<file path="src/rtl/gray_conv_arbiter_pkg.sv">
// Shared types and defaults for the round-robin Gray-to-binary conversion arbiter.
package gray_conv_arbiter_pkg;

  localparam int unsigned DEF_WIDTH = 4;
  localparam int unsigned DEF_NREQ  = 4;
  localparam int unsigned CNT_W     = 16;

  typedef enum logic [1:0] {
    ST_IDLE = 2'd0,
    ST_CONV = 2'd1,
    ST_OUT  = 2'd2
  } state_e;

endpackage : gray_conv_arbiter_pkg

</file>
<file path="src/rtl/gray_conv_arbiter_gray2bin.sv">
// Combinational Gray-to-binary converter: running XOR from the MSB down.
module gray2bin_comb #(
  parameter int unsigned WIDTH = 4
) (
  input  logic [WIDTH-1:0] gray,
  output logic [WIDTH-1:0] bin_c
);

  logic acc;

  always_comb begin
    bin_c            = '0;
    acc              = gray[WIDTH-1];
    bin_c[WIDTH-1]   = acc;
    for (int i = int'(WIDTH) - 2; i >= 0; i--) begin
      acc      = acc ^ gray[i];
      bin_c[i] = acc;
    end
  end

endmodule : gray2bin_comb

</file>
<file path="src/rtl/gray_conv_arbiter.sv">
// Round-robin arbiter sharing one registered Gray-to-binary stage among NREQ requesters.
module gray_conv_arbiter
  import gray_conv_arbiter_pkg::*;
#(
  parameter  int unsigned WIDTH = DEF_WIDTH,
  parameter  int unsigned NREQ  = DEF_NREQ,
  localparam int unsigned IDW   = $clog2(NREQ)
) (
  input  logic                  clk,
  input  logic                  rst_n,
  input  logic [NREQ-1:0]       req_valid,
  input  logic [NREQ*WIDTH-1:0] req_gray,
  output logic [NREQ-1:0]       req_ready,
  output logic                  out_valid,
  input  logic                  out_ready,
  output logic [WIDTH-1:0]      out_bin,
  output logic [WIDTH-1:0]      out_gray,
  output logic [IDW-1:0]        out_id,
  output logic                  busy,
  output logic [CNT_W-1:0]      conv_count
);

  state_e             state_q, state_d;
  logic [IDW-1:0]     ptr_q, ptr_d;
  logic [IDW-1:0]     id_q, id_d;
  logic [WIDTH-1:0]   gray_q, gray_d;
  logic [WIDTH-1:0]   bin_q, bin_d;
  logic [CNT_W-1:0]   conv_count_q, conv_count_d;
  logic               out_valid_q;
  logic               busy_q;

  logic               grant_found;
  logic [IDW-1:0]     grant_idx;
  logic [IDW-1:0]     cand;
  logic [WIDTH-1:0]   grant_gray;
  logic [WIDTH-1:0]   conv_bin_c;

  gray2bin_comb #(.WIDTH(WIDTH)) u_gray2bin (
    .gray  (gray_q),
    .bin_c (conv_bin_c)
  );

  // Round-robin search: first valid requester at or after ptr, wrapping.
  always_comb begin
    grant_found = 1'b0;
    grant_idx   = '0;
    grant_gray  = '0;
    cand        = '0;
    for (int unsigned i = 0; i < NREQ; i++) begin
      cand = IDW'((32'(ptr_q) + i) % NREQ);
      if (!grant_found && req_valid[cand]) begin
        grant_found = 1'b1;
        grant_idx   = cand;
        grant_gray  = req_gray[32'(cand)*WIDTH +: WIDTH];
      end
    end
  end

  // Only combinational output: depends on registered state and req_valid alone.
  always_comb begin
    req_ready = '0;
    if (state_q == ST_IDLE && grant_found) begin
      req_ready[grant_idx] = 1'b1;
    end
  end

  // Next-state and datapath update.
  always_comb begin
    state_d      = state_q;
    ptr_d        = ptr_q;
    id_d         = id_q;
    gray_d       = gray_q;
    bin_d        = bin_q;
    conv_count_d = conv_count_q;
    case (state_q)
      ST_IDLE: begin
        if (grant_found) begin
          gray_d  = grant_gray;
          id_d    = grant_idx;
          ptr_d   = IDW'((32'(grant_idx) + 32'd1) % NREQ);
          state_d = ST_CONV;
        end
      end
      ST_CONV: begin
        bin_d   = conv_bin_c;
        state_d = ST_OUT;
      end
      ST_OUT: begin
        if (out_ready) begin
          conv_count_d = conv_count_q + CNT_W'(1);
          state_d      = ST_IDLE;
        end
      end
      default: state_d = ST_IDLE;
    endcase
  end

  // State and output registers.
  always_ff @(posedge clk or negedge rst_n) begin
    if (!rst_n) begin
      state_q      <= ST_IDLE;
      ptr_q        <= '0;
      id_q         <= '0;
      gray_q       <= '0;
      bin_q        <= '0;
      conv_count_q <= '0;
      out_valid_q  <= 1'b0;
      busy_q       <= 1'b0;
    end else begin
      state_q      <= state_d;
      ptr_q        <= ptr_d;
      id_q         <= id_d;
      gray_q       <= gray_d;
      bin_q        <= bin_d;
      conv_count_q <= conv_count_d;
      out_valid_q  <= (state_d == ST_OUT);
      busy_q       <= (state_d != ST_IDLE);
    end
  end

  assign out_valid  = out_valid_q;
  assign busy       = busy_q;
  assign out_bin    = bin_q;
  assign out_gray   = gray_q;
  assign out_id     = id_q;
  assign conv_count = conv_count_q;

endmodule : gray_conv_arbiter

</file>
<file path="config.mk">
export PLATFORM = sky130hd
export DESIGN_NAME = gray_conv_arbiter
export DESIGN_NICKNAME = d
export VERILOG_FILES = /design/src/rtl/gray_conv_arbiter_pkg.sv /design/src/rtl/gray_conv_arbiter_gray2bin.sv /design/src/rtl/gray_conv_arbiter.sv
export SDC_FILE = /design/constraint.sdc
export NUM_CORES = 1
export LEC_CHECK = 0
export ABC_AREA = 1
export BUFFER_PORTS_ARGS = -buffer_cell sky130_fd_sc_hd__buf_2
export CAP_MARGIN = 20
export CORE_MARGIN = 5
export CORE_UTILIZATION = 40
export CTS_BUF_LIST = sky130_fd_sc_hd__clkbuf_16
export CTS_CLUSTER_DIAMETER = 150
export DETAILED_ROUTE_END_ITERATION = 10
export GPL_TIMING_DRIVEN = 0
export SETUP_SLACK_MARGIN = 0.05
export SLEW_MARGIN = 20
export SYNTH_ARGS = -nofsm -noshare
export SYNTH_HDL_FRONTEND = slang
export SYNTH_SLANG_ARGS = --single-unit
</file>
<file path="constraint.sdc">
create_clock -name clk -period 4.25 [get_ports clk]
set_input_delay 0.85 -clock clk [delete_from_list [all_inputs] [get_ports clk]]
set_output_delay 0.85 -clock clk [all_outputs]
set_load 0.005 [all_outputs]
</file>
# Word-level counts from Yosys, hierarchy flattened
# Index checks and enable logic that the tools add are counted.
# totals
inputBits	23
out_inout_bits	32
ff_bits	32
# op_classes
bitwise	3
shifts	4
n_mux	26
addsub	5
reduce_logical	12
magnitude_cmp	6
n_eq_ne	3
# ops
operator	n
$shiftx 16x5->4	4
$mux 4	5
$add 16x1->16 const B	1
$lt 2x3->1 const B	5
$mux 2	6
$mux 1	9
$bmux 1 s2	4
$pmux 2 s3	1
$logic_and 1x1->1	5
$add 2x1->2 const B	2
$add 2x2->2 const B	2
$eq 2x2->1 const B	2
$reduce_and 2->1	2
$logic_not 1->1	3
$xor 1x1->1	3
$demux 1 s2	1
$eq 2x1->1 const B	1
$ge 2x1->1 const B	1
$logic_not 2->1	1
$reduce_bool 2->1	1

# Longest topological paths before layout
# logic_depth
word_depth	17
mapped_depth	15

# Modules after synthesis
# Synthesis repeated with hierarchy kept, for this count alone.
# hier_totals
cells_unflattened	349
hier_area_um2	2343.5
# by_module_without_submodules
module	area_each_um2	n_inst	cells_each	seq_area_each_um2
gray_conv_arbiter	2242.2	1	330	800.8
gray2bin_comb	101.3	1	19	0.0

# Worst setup path after synthesis
# No wires, ideal clock.
# synth_timing
path_kind	input to output
from	in req_valid[2]
to	out req_ready[2]
required_ps	3400
t_arrival_ps	2003
path_buffers	1
setup_slack_ps	1397
stages	13
path_cell_list	inv_1 -> nand2_4 -> nand3_2 -> nand2_4 -> nor2_4 -> buf_4 -> nand3_1 -> nand3_1 -> nand2_1 -> inv_2 -> ha_1 -> inv_1 -> nor2_1
# synth_via
elab_chain_cells	17
elab_cells_between_ends	29
cone_classes	2 x order compare; 19 x mux; 8 x reduce/logical
# synth_rtl
item	line	source
start: declaration	gray_conv_arbiter.sv:11	input logic [NREQ-1:0] req_valid,
$bmux 1 s2	gray_conv_arbiter.sv:51	if (!grant_found && req_valid[cand]) begin
$mux 1 (implied by the code)	gray_conv_arbiter.sv:51	
$mux 1	gray_conv_arbiter.sv:51	
$logic_not 1->1	gray_conv_arbiter.sv:51	
$logic_and 1x1->1	gray_conv_arbiter.sv:51	
$mux 1	gray_conv_arbiter.sv:51	
$logic_not 1->1	gray_conv_arbiter.sv:51	
$logic_and 1x1->1	gray_conv_arbiter.sv:51	
[2 not listed]	-	
$logic_and 1x1->1	gray_conv_arbiter.sv:51	
$mux 2 (*)	gray_conv_arbiter.sv:51	
net grant_idx[1]	gray_conv_arbiter.sv:33	logic [IDW-1:0] grant_idx;
$lt 2x3->1 (implied by the code) or $ge 2x1->1 (tied branches)	gray_conv_arbiter.sv:63	req_ready[grant_idx] = 1'b1;
$logic_and 1x1->1 (implied by the code)	gray_conv_arbiter.sv:63	
$mux 1 (implied by the code)	gray_conv_arbiter.sv:63	
$demux 1 s2 (*)	gray_conv_arbiter.sv:63	
$mux 4 (*)	gray_conv_arbiter.sv:62	if (state_q == ST_IDLE && grant_found) begin
end: declaration	gray_conv_arbiter.sv:13	output logic [NREQ-1:0] req_ready,
# The timed path passes the listed nets; every way through them passes the cells marked *. The select of a mux whose other input is x is not followed.

# Worst setup path in the final report
# layout_timing
from	in req_valid[2]
to	out req_ready[3]
# Same word-level chain as after synthesis.

==> metrics.csv <==
metric;value;unit
Buffers on Ports;54;
die height;85.7;um
Reg2Reg Launch Point;ptr_q[1];
DR WL/cell;11.4;um
Max Fclk;308;MHz
fillcell total;594;
Crit Path Max Fanout;10;
WP data arrival;2.40;ns
CP endpoint kind;primary output;
Setup CP Type;input port to primary output;
final hold vios;0;
first-pass GRT wire length;9060;um
clock share of power;17.3;%
htree depth;2;
Cells after Synth;332;
die area;0.00734;sq mm
# Post-CTS Setup Buffers;0;
placed cell count;458;
DRC;0;
footprint of the multi-input gates;0.00127;sq mm
post-cts sizing count;0;
clock transition at the registers of the reported paths;0.05;ns
outcome;finished clean;
final WL;5290;um
n_diodes;0;
vias in the first global route;1955;
DRT antenna net count;0;
Max Slew Vio Count;0;
sequential-to-total area share from yosys stat;35.0;%
Final Util;50.8;%
Die Wd;85.7;um
Net Sw Frac;46.7;%
post-synth net total;360;
Yosys Warn Count;0;
Tightest Pin Transition;0.702;ns
worst path cell trace;buf_2 -> nand2_1 -> nand2_1 -> nand2_1 -> nand2_2 -> nor2_4 -> buf_4 -> nand3_1 -> nand3_1 -> nand2_1 -> inv_2 -> ha_1 -> inv_1 -> nor2_1 -> buf_2;
Startpoint Class;input port;
1st-iter DRT viols;62;
synthesis-to-layout area growth;22.8;%
Int Pwr;0.00120;W
most frequent cells in the layout;nand2_1 (156), buf_2 (56), dfrtp_1 (32);
largest net degree at the start of global routing;33;
cell mode on critical path;nand2_1;
Top Ports;55;
DP HPWL;4100;um
Initial Util;41.4;%
net switching power;0.00105;W
non-filler instance count after layout;466;
hold_sp;conv_count[15];
Logic pwr share;61.6;%
leakage;1.65;nW
core outline area;0.00554;sq mm
Critical Path Slowest Stage Cell;buf_4;
Mapped Area;0.00229;sq mm
FP Rows;27;
worst vdd ir;0.368;mV
Worst-Skew Late Latency;0.27;ns
Slew Limit Headroom;53.2;%
most common cell after layout, fill and taps aside;nand2_1;
PwrDens;797;mW/mm^2
fin nets;421;
Final setup viols;0;
Clock Root Buffer;clkbuf_16;
max_cap viols;0;
CTS tree;built;
Syn Area/Cell;6.90;sq um
clk_skew;0.00399;ns
CP peak stage delay;0.18;ns
final period utilization;76.4;%
Longest Clk Path Bufs;2;
First-pass DRT Iterations;4;
gr usage total;14.9;%
FF+latch count, synth;32;
CTS Hold Bufs;0;
sequential share of power;21.1;%
Critical Path RT;3.40;ns
HP Class;flip-flop to flip-flop;
CTS buffer count;5;
initial antenna violation count;0;
setup_tns;0;ns
worst setup path start;req_valid[2];
via-per-instance ratio;4.61;
Sink Count;32;
minimum clock period;3.25;ns
FF+latch area;801;sq um
library cells used by synthesis;32;
gr ovfl total;0;
share of cells above drive strength 1;24.1;%
Final GP Congestion;0.843;
unrepaired setup endpoints after global routing;no;
via count;2150;
## cell usage after synthesis, drive strengths merged
cell type	number	area, sq um
nand2	165	657
dfrtp	32	801
inv	30	120
nand3	29	160
nor2	21	113
buf	11	96.3
xor2	10	87.6
o21ai	9	48.8
xnor2	8	70.1
nand4	6	37.5
ha	5	62.6
or2	2	12.5
a21oi	1	5.00
clkbuf	1	3.75
mux2	1	11.3
nor3	1	5.00
## cell families after synthesis
| logic type | share of synthesized area [%] |
|---|---|
| simple gates | 43.0 |
| buf+inv | 9.61 |
| flops | 35.0 |
| xor+xnor | 6.88 |
| compound gates | 2.35 |
| fa+ha+maj | 2.73 |
| mux | 0.491 |
## through the flow
step / cell area [sq um] / setup slack (ns) / total power, W / hold slack (ns)
floorplan: 2290 / 1.40 / 0.00152 / 0.465
global placement: 2650 / 1.02 / 0.00185 / 0.463
detailed placement: 2650 / 0.996 / 0.00187 / 0.453
CTS: 2810 / 0.988 / 0.00228 / 0.473
global route: 2810 / 0.761 / 0.00248 / 0.504
finish: 2810 / 1.00 / 0.00224 / 0.468
## cell type report
type,instances,share of cell area [%]
Buffer,12,3.56
Clock buffer,5,4.45
Clock inverter,3,1.33
Inverter,30,4.27
Multi-Input combinational cell,258,45.1
Sequential cell,32,28.5
Tap cell,72,3.20
Timing Repair Buffer,54,9.60
## critical path: cells and delay by family
| family | cells | cell delay [ns] |
|---|---|---|
| AND/OR/NAND/NOR | 9 | 0.89 |
| adder cells (fa/ha/maj) | 1 | 0.14 |
| buffers and inverters | 5 | 0.51 |
## power groups by stage
stage | Clock, W | Sequential, W | Combinational [W]
2_1_floorplan | 0 | 0.000472 | 0.00104
3_3_place_gp | 0 | 0.000476 | 0.00137
3_5_place_dp | 0 | 0.000478 | 0.00139
4_1_cts | 0.000398 | 0.000475 | 0.00140
5_1_grt | 0.000413 | 0.000488 | 0.00158
6_report | 0.000389 | 0.000473 | 0.00138
## sequential cells by signal, indices dropped and copies added, names as in the netlist
register / flops
conv_count: 16
out_id: 2
out_valid: 1
out_bin: 4
ptr_q: 2
busy: 1
out_gray: 4
state_q: 2
## per-layer routing
metal  wire [um]  share of wire (%)  track usage [%]
met5           0                  0                0
met4          20               0.38             3.02
met3         206                3.9             2.69
met2        2550                 48             24.4
met1        2520                 48             20.7
## final timing paths
path,to,slack [ns],cells after the start
worst min register to register,conv_count[15],0.47,1
worst max-delay path,req_ready[3],1.00,15
min in group asynchronous,ptr_q[1],0.63,1
worst min-delay path,conv_count[15],0.47,1
worst max register to register,ptr_q[1],2.07,10
max in group asynchronous,ptr_q[0],3.17,1
No activity file was read; power rests on OpenSTA's default activity.
